[src/rtl/bram_lsu_port_pkg.sv]
// Shared encodings for the block-RAM load/store front ends.
package bram_lsu_port_pkg;

    localparam int unsigned LSU_DATA_W = 32;

    typedef logic [1:0] lsu_size_t;

    localparam lsu_size_t SZ_BYTE = 2'b00;
    localparam lsu_size_t SZ_HALF = 2'b01;
    localparam lsu_size_t SZ_WORD = 2'b10;
    localparam lsu_size_t SZ_ILL  = 2'b11;

    typedef logic [1:0] lsu_state_t;

    localparam lsu_state_t IDLE    = 2'd0;
    localparam lsu_state_t RD_WAIT = 2'd1;
    localparam lsu_state_t RESP    = 2'd2;

    // High when the access cannot be issued to the RAM (misaligned or bad size).
    function automatic logic lsu_misaligned(input lsu_size_t size, input logic [1:0] lo);
        case (size)
            SZ_BYTE: return 1'b0;
            SZ_HALF: return lo[0];
            SZ_WORD: return (lo != 2'b00);
            default: return 1'b1;
        endcase
    endfunction

endpackage

[src/rtl/bram_lsu_port_if.sv]
// CPU-side request/response bus of a block-RAM load/store port.
interface bram_lsu_port_if
    import bram_lsu_port_pkg::*;
#(
    parameter int ADDR_WIDTH = 13
);
    logic                    req_valid;
    logic                    req_ready;
    logic [ADDR_WIDTH+1:0]   req_addr;
    logic                    req_we;
    lsu_size_t               req_size;
    logic                    req_unsigned;
    logic [LSU_DATA_W-1:0]   req_wdata;
    logic                    rsp_valid;
    logic                    rsp_ready;
    logic [LSU_DATA_W-1:0]   rsp_rdata;
    logic                    rsp_err;

    modport master (
        output req_valid, req_addr, req_we, req_size, req_unsigned, req_wdata, rsp_ready,
        input  req_ready, rsp_valid, rsp_rdata, rsp_err
    );

    modport slave (
        input  req_valid, req_addr, req_we, req_size, req_unsigned, req_wdata, rsp_ready,
        output req_ready, rsp_valid, rsp_rdata, rsp_err
    );

endinterface

[src/rtl/bram_lsu_port_lane_align.sv]
// Byte-lane steering shared by both RAM port front ends: store replication and
// byte enables on one side, load extraction and extension on the other.
module lsu_lane_align
    import bram_lsu_port_pkg::*;
(
    input  lsu_size_t              st_size,
    input  logic [1:0]             st_lane,
    input  logic [LSU_DATA_W-1:0]  st_wdata,
    output logic [LSU_DATA_W-1:0]  st_din,
    output logic [3:0]             st_be,
    input  lsu_size_t              ld_size,
    input  logic [1:0]             ld_lane,
    input  logic                   ld_unsigned,
    input  logic [LSU_DATA_W-1:0]  ld_dout,
    output logic [LSU_DATA_W-1:0]  ld_data
);

    logic [7:0]  ld_byte;
    logic [15:0] ld_half;

    // Store side: replicate the right-justified data into every lane it may land in.
    always_comb begin
        st_din = st_wdata;
        st_be  = '0;
        case (st_size)
            SZ_BYTE: begin
                st_din = {4{st_wdata[7:0]}};
                st_be  = 4'b0001 << st_lane;
            end
            SZ_HALF: begin
                st_din = {2{st_wdata[15:0]}};
                st_be  = st_lane[1] ? 4'b1100 : 4'b0011;
            end
            SZ_WORD: st_be = '1;
            default: st_be = '0;
        endcase
    end

    // Load side: pick the addressed lane and sign- or zero-extend it.
    always_comb begin
        ld_byte = ld_dout[{ld_lane, 3'b000} +: 8];
        ld_half = ld_lane[1] ? ld_dout[31:16] : ld_dout[15:0];
        case (ld_size)
            SZ_BYTE: ld_data = {{24{ld_byte[7] & ~ld_unsigned}}, ld_byte};
            SZ_HALF: ld_data = {{16{ld_half[15] & ~ld_unsigned}}, ld_half};
            default: ld_data = ld_dout;
        endcase
    end

endmodule

[src/rtl/bram_lsu_port.sv]
// Load/store front end for one port of the dual-clock byte-write block RAM.
// One request outstanding; loads wait READ_LATENCY cycles for RAM data.
module bram_lsu_port
    import bram_lsu_port_pkg::*;
#(
    parameter int ADDR_WIDTH   = 13,
    parameter int READ_LATENCY = 1
) (
    input  logic                   clka,
    input  logic                   rstb,
    bram_lsu_port_if.slave         lsu,
    output logic [ADDR_WIDTH-1:0]  mem_addr,
    output logic [LSU_DATA_W-1:0]  mem_din,
    output logic [3:0]             mem_we,
    output logic                   mem_en,
    output logic                   mem_regce,
    output logic                   mem_rst,
    input  logic [LSU_DATA_W-1:0]  mem_dout
);

    if (READ_LATENCY != 1 && READ_LATENCY != 2) begin : g_bad_latency
        $error("bram_lsu_port: READ_LATENCY must be 1 or 2");
    end

    // Down-counter start value; a single bit covers both legal latencies.
    localparam logic CNT_INIT = (READ_LATENCY == 2);

    lsu_state_t             state_q, state_d;
    logic                   cnt_q, cnt_d;
    logic [1:0]             lane_q, lane_d;
    lsu_size_t              size_q, size_d;
    logic                   uns_q, uns_d;
    logic [LSU_DATA_W-1:0]  rdata_q, rdata_d;
    logic                   err_q, err_d;

    logic                   accept;
    logic                   req_bad;
    logic [LSU_DATA_W-1:0]  st_din;
    logic [3:0]             st_be;
    logic [LSU_DATA_W-1:0]  ld_data;

    lsu_lane_align u_align (
        .st_size     (lsu.req_size),
        .st_lane     (lsu.req_addr[1:0]),
        .st_wdata    (lsu.req_wdata),
        .st_din      (st_din),
        .st_be       (st_be),
        .ld_size     (size_q),
        .ld_lane     (lane_q),
        .ld_unsigned (uns_q),
        .ld_dout     (mem_dout),
        .ld_data     (ld_data)
    );

    // Handshake and RAM request are driven straight from the bus in the accept cycle.
    always_comb begin
        lsu.req_ready = ~rstb & ((state_q == IDLE) | ((state_q == RESP) & lsu.rsp_ready));
        accept        = lsu.req_valid & lsu.req_ready;
        req_bad       = lsu_misaligned(lsu.req_size, lsu.req_addr[1:0]);
        mem_addr      = lsu.req_addr[ADDR_WIDTH+1:2];
        mem_din       = st_din;
        mem_en        = accept & ~req_bad;
        mem_we        = (accept & ~req_bad & lsu.req_we) ? st_be : '0;
        mem_regce     = 1'b1;
        mem_rst       = rstb;
        lsu.rsp_valid = (state_q == RESP);
        lsu.rsp_rdata = rdata_q;
        lsu.rsp_err   = err_q;
    end

    // Next state: a new accept overrides the RESP exit so handshakes chain without a bubble.
    always_comb begin
        state_d = state_q;
        cnt_d   = cnt_q;
        lane_d  = lane_q;
        size_d  = size_q;
        uns_d   = uns_q;
        rdata_d = rdata_q;
        err_d   = err_q;
        case (state_q)
            IDLE: ;
            RD_WAIT: begin
                if (!cnt_q) begin
                    rdata_d = ld_data;
                    err_d   = 1'b0;
                    state_d = RESP;
                end else begin
                    cnt_d = 1'b0;
                end
            end
            RESP: begin
                if (lsu.rsp_ready) begin
                    state_d = IDLE;
                    rdata_d = '0;
                    err_d   = 1'b0;
                end
            end
            default: state_d = IDLE;
        endcase
        if (accept) begin
            lane_d  = lsu.req_addr[1:0];
            size_d  = lsu.req_size;
            uns_d   = lsu.req_unsigned;
            rdata_d = '0;
            err_d   = req_bad;
            if (!req_bad && !lsu.req_we) begin
                state_d = RD_WAIT;
                cnt_d   = CNT_INIT;
            end else begin
                state_d = RESP;
            end
        end
    end

    // State registers; reset drops any in-flight read so stale RAM data is never captured.
    always_ff @(posedge clka) begin
        if (rstb) begin
            state_q <= IDLE;
            cnt_q   <= 1'b0;
            lane_q  <= '0;
            size_q  <= SZ_BYTE;
            uns_q   <= 1'b0;
            rdata_q <= '0;
            err_q   <= 1'b0;
        end else begin
            state_q <= state_d;
            cnt_q   <= cnt_d;
            lane_q  <= lane_d;
            size_q  <= size_d;
            uns_q   <= uns_d;
            rdata_q <= rdata_d;
            err_q   <= err_d;
        end
    end

endmodule

[src/flat_wrapper.sv]
// flat-port wrapper written by rule: the top's interface ports become plain ports
module bram_lsu_port_flat import bram_lsu_port_pkg::*;
#(
    parameter int ADDR_WIDTH   = 13,
    parameter int READ_LATENCY = 1
)
  (clka, rstb, mem_addr, mem_din, mem_we, mem_en, mem_regce, mem_rst, mem_dout, lsu_req_valid, lsu_req_addr, lsu_req_we, lsu_req_size, lsu_req_unsigned, lsu_req_wdata, lsu_rsp_ready, lsu_req_ready, lsu_rsp_valid, lsu_rsp_rdata, lsu_rsp_err);
  bram_lsu_port_if #(.ADDR_WIDTH(ADDR_WIDTH)) lsu_i ();
  input  logic clka;
  input  logic rstb;
  output logic [ADDR_WIDTH-1:0] mem_addr;
  output logic [LSU_DATA_W-1:0] mem_din;
  output logic [3:0] mem_we;
  output logic mem_en;
  output logic mem_regce;
  output logic mem_rst;
  input  logic [LSU_DATA_W-1:0] mem_dout;
  input wire logic [$bits(lsu_i.req_valid)-1:0] lsu_req_valid;
  input wire logic [$bits(lsu_i.req_addr)-1:0] lsu_req_addr;
  input wire logic [$bits(lsu_i.req_we)-1:0] lsu_req_we;
  input wire logic [$bits(lsu_i.req_size)-1:0] lsu_req_size;
  input wire logic [$bits(lsu_i.req_unsigned)-1:0] lsu_req_unsigned;
  input wire logic [$bits(lsu_i.req_wdata)-1:0] lsu_req_wdata;
  input wire logic [$bits(lsu_i.rsp_ready)-1:0] lsu_rsp_ready;
  output wire logic [$bits(lsu_i.req_ready)-1:0] lsu_req_ready;
  output wire logic [$bits(lsu_i.rsp_valid)-1:0] lsu_rsp_valid;
  output wire logic [$bits(lsu_i.rsp_rdata)-1:0] lsu_rsp_rdata;
  output wire logic [$bits(lsu_i.rsp_err)-1:0] lsu_rsp_err;
  assign lsu_i.req_valid = lsu_req_valid;
  assign lsu_i.req_addr = lsu_req_addr;
  assign lsu_i.req_we = lsu_req_we;
  assign lsu_i.req_size = lsu_req_size;
  assign lsu_i.req_unsigned = lsu_req_unsigned;
  assign lsu_i.req_wdata = lsu_req_wdata;
  assign lsu_i.rsp_ready = lsu_rsp_ready;
  assign lsu_req_ready = lsu_i.req_ready;
  assign lsu_rsp_valid = lsu_i.rsp_valid;
  assign lsu_rsp_rdata = lsu_i.rsp_rdata;
  assign lsu_rsp_err = lsu_i.rsp_err;
  bram_lsu_port #(.ADDR_WIDTH(ADDR_WIDTH), .READ_LATENCY(READ_LATENCY)) u_core (.clka(clka), .rstb(rstb), .lsu(lsu_i), .mem_addr(mem_addr), .mem_din(mem_din), .mem_we(mem_we), .mem_en(mem_en), .mem_regce(mem_regce), .mem_rst(mem_rst), .mem_dout(mem_dout));
endmodule
[config.mk]
export PLATFORM = sky130hd
export DESIGN_NAME = bram_lsu_port_flat
export DESIGN_NICKNAME = d
export VERILOG_FILES = /design/src/rtl/bram_lsu_port_pkg.sv /design/src/rtl/bram_lsu_port_if.sv /design/src/rtl/bram_lsu_port_lane_align.sv /design/src/rtl/bram_lsu_port.sv /design/src/flat_wrapper.sv
export SDC_FILE = /design/constraint.sdc
export NUM_CORES = 1
export LEC_CHECK = 0
export ABC_AREA = 1
export ABC_CLOCK_PERIOD_IN_PS = 4200
export BUFFER_PORTS_ARGS = -buffer_cell sky130_fd_sc_hd__buf_2
export CAP_MARGIN = 20
export CORE_MARGIN = 10
export CORE_UTILIZATION = 47
export DETAILED_ROUTE_END_ITERATION = 16
export GPL_TIMING_DRIVEN = 0
export PLACE_DENSITY = 0.82
export SYNTH_ARGS = -nofsm -noshare
export SYNTH_HDL_FRONTEND = slang
export SYNTH_SLANG_ARGS = --single-unit
[constraint.sdc]
create_clock -name clka -period 4.2 [get_ports clka]
set_input_delay 0.21 -clock clka [delete_from_list [all_inputs] [get_ports clka]]
set_output_delay 0.21 -clock clka [all_outputs]
set_load 0.01 [all_outputs]
==> results by group <==
Outcome
  • Status: completed

Route
  • Via count: 3554
  • Vias/cell: 4.88
  • Routed length per placed instance: 14.2 µm
  • Met3 WL: 756 µm
  • Top sig layer: met4
  • Drt first-iter violations: 203
  • M1 wire length: 4230 µm
  • Met2 wire length: between 5000 and 6000 µm
  • DR DRC count: 0
  • Post-Route WL: between 10000 and 15000 µm
  • Antenna viol nets, final: 0
  • DRT Pass-1 Iters: 4

Global routing
  • Tot GR Track Use: 0.201
  • Largest net degree at the start of global routing: 13
  • Vias in the first global route: 3431
  • Global-route wire length before repair: 16500 µm
  • Initial antenna violation count: 0
  • Remaining global-route overflow: 0

Synth
  • Yosys cell types: 26
  • Syn Area/Cell: between 5 and 6 µm²
  • FF+latch count, synth: 41
  • Top cells by area, synth: nand2_1, dfxtp_1, nor2_1
  • Post-synth EDFFs: 0
  • Synth async-reset ratio: 0
  • Top-count cell post-synth: nand2_1
  • Syn Inst Count: ~490
  • Netlist Area Pre-Place: approximately 2900 µm²
  • Post-synth top cells: nand2_1, nor2_1, dfxtp_1
  • Synth top area share: 0.292
  • Area leader, netlist: nand2_1
  • Top FF cell, synth: dfxtp_1
  • Sequential area share after synthesis: 0.287
  • Post-Syn Nets: 580
  • Ys Warns: 0

STA
  • Unrepaired setup endpoints after global routing: no
  • Slew @ Worst Pin: 0.597 ns
  • Max Fclk: 0.480 GHz
  • Final Max Slew Viols: 0
  • Fin crit period: 2.09 ns
  • Fin crit share: 0.497
  • Final setup violation count: 0
  • Final Hold Fails: 0
  • Slew HR: 0.602
  • Final setup TNS: 0 ns
  • Skew final: just under 0.004 ns

Floorplanning
  • Row count: 28
  • Initial Utilization: 0.482
  • I/O pins: ~170
  • CORE AREA: 5920 µm²
  • Chip Width: between 90 and 100 µm
  • Die height: 98.0 µm
  • Die Area: 9600 µm²

Critical path
  • Crit-path most repeated cell: nand2_1
  • Kind of critical path: reg2out
  • CP peak stage delay: 0.35 ns
  • Data arrival time at the worst-slack endpoint: 1.88 ns
  • CP Launch Type: flop
  • Worst setup EP type: output port
  • Crit-path slowest cell: dfxtp_1
  • Worst-path fanout max: 7
  • Required time of the critical path: 3.99 ns
  • CP Cell Sequence: inv_1, ha_1, nand2_1, nand2_1, nand2_1, nor2_1, nand2_1, inv_1, nand2_1, nor2_1, buf_2

Final layout
  • Share of cells above drive strength 1: 0.347
  • Number of antenna diodes: 0
  • Design area: 3840 µm²
  • Area Growth Syn to Fin: 34.6%
  • # nets final: 745

CTS
  • Depth of the CTS H-tree: 2
  • Post-CTS Setup Inserts: 0
  • Reg clk slew, reported paths: 0.07 ns
  • Clk Latency, worst-skew pair: around 0.29 ns
  • Post-CTS sizing: 0
  • CTS root buffer: clkbuf_8
  • Sink Count: just over 40
  • Total CTS buffers: 5
  • CTS Hold Bufs: 0
  • Clock Path Buffers: 2
  • CTS tree: done

Placed design
  • Gpl congestion: 0.937
  • Cell Area, Placed: 3740 µm²
  • Port bufs: ~160
  • DP HPWL: 8610 µm

Power
  • Peak supply drop: 0.223 mV
  • PD cells: 269 nW/µm²
  • P_leak: 0.00213 µW

Hold path
  • Worst Hold Class: in2reg

Run
  • MaxCap Viol Count: 0
[final timing paths]
check                                from                        to  slack (ns)  cells past startpoint
setup / recovery        u_core.state_q[0]                 mem_we[3]        2.11                     11
hold / removal                       rstb        u_core.lsu.rsp_err        0.14                      2
setup reg to reg        u_core.state_q[0]  u_core.lsu.rsp_rdata[28]        2.20                     10
hold reg to reg   u_core.lsu.rsp_rdata[0]   u_core.lsu.rsp_rdata[0]        0.46                      2
[sequential cells by signal, summed over array words and instances, names as in the netlist]
register	cells
u_core.lsu.rsp_rdata	32
u_core.size_q	2
u_core.state_q	2
u_core.lane_q	2
u_core.uns_q	1
u_core.cnt_q	1
u_core.lsu.rsp_err	1
[power breakdown]
group	total (µW)	internal (µW)	switching [µW]
Clock	303	173	131
Combinational	325	128	198
Sequential	407	400	7.00
Total	1040	700	335
[per-layer routing]
layer,track usage,up-vias
met3,0.0529,17
met2,0.351,125
li1,-,1827
met1,0.236,1585
met4,0.0559,0
met5,0,-
[cells by family after synthesis]
logic type | after synthesis | share of synthesized area
AO/OA/AOI/OAI | 53 | 0.109
flip-flops | 41 | 0.287
other | 1 | 0.00131
AND/OR/NAND/NOR | 326 | 0.463
adder cells (fa/ha/maj) | 4 | 0.0175
buffers and inverters | 64 | 0.122
[critical path, delay by kind of cell, from the launching register on]
| kind | cells | cell delay, ns |
|---|---|---|
| flops | 1 | 0.35 |
| fa+ha+maj | 1 | 0.18 |
| simple gates | 7 | 0.75 |
| buf+inv | 3 | 0.32 |
[placed cells by master, fill, tap and decap left out, types with 5 or more instances in the layout]
| cell | count |
|---|---|
| buf_2 | 166 |
| nand3_1 | 23 |
| clkbuf_8 | 5 |
| inv_1 | 18 |
| buf_4 | 23 |
| nor2_1 | 62 |
| a21oi_1 | 30 |
| nand2_1 | 222 |
| dfxtp_1 | 41 |
| clkbuf_1 | 9 |
| a21oi_2 | 10 |
| nand2_2 | 12 |
| o21ai_0 | 5 |
[per-stage QoR]
stage | utilization | hold WS, ns | setup WS (ns) | cells | total power (µW)
2_1_floorplan | - | 0.279 | 2.50 | 489 | 616
6_report | 0.649 | 0.145 | 2.11 | 729 | 1040
3_5_place_dp | 0.632 | 0.450 | 2.22 | 722 | 739
4_1_cts | 0.649 | 0.142 | 2.08 | 729 | 1040
5_1_grt | 0.649 | 0.151 | 1.80 | 729 | 1090
3_3_place_gp | 0.632 | 0.426 | 2.26 | 722 | 734
[area by class of cell]
class                      count  area [µm²]
fill                         593        2080
multi-input combinational    384        1690
sequential                    41         821
timing repair buffer         158         791
buffer                        42         265
tap                           75        93.8
inverter                      22        82.6
clock buffer                   5        68.8
clock inverter                 2        35.0
Power figures use the tool's default switching activity.
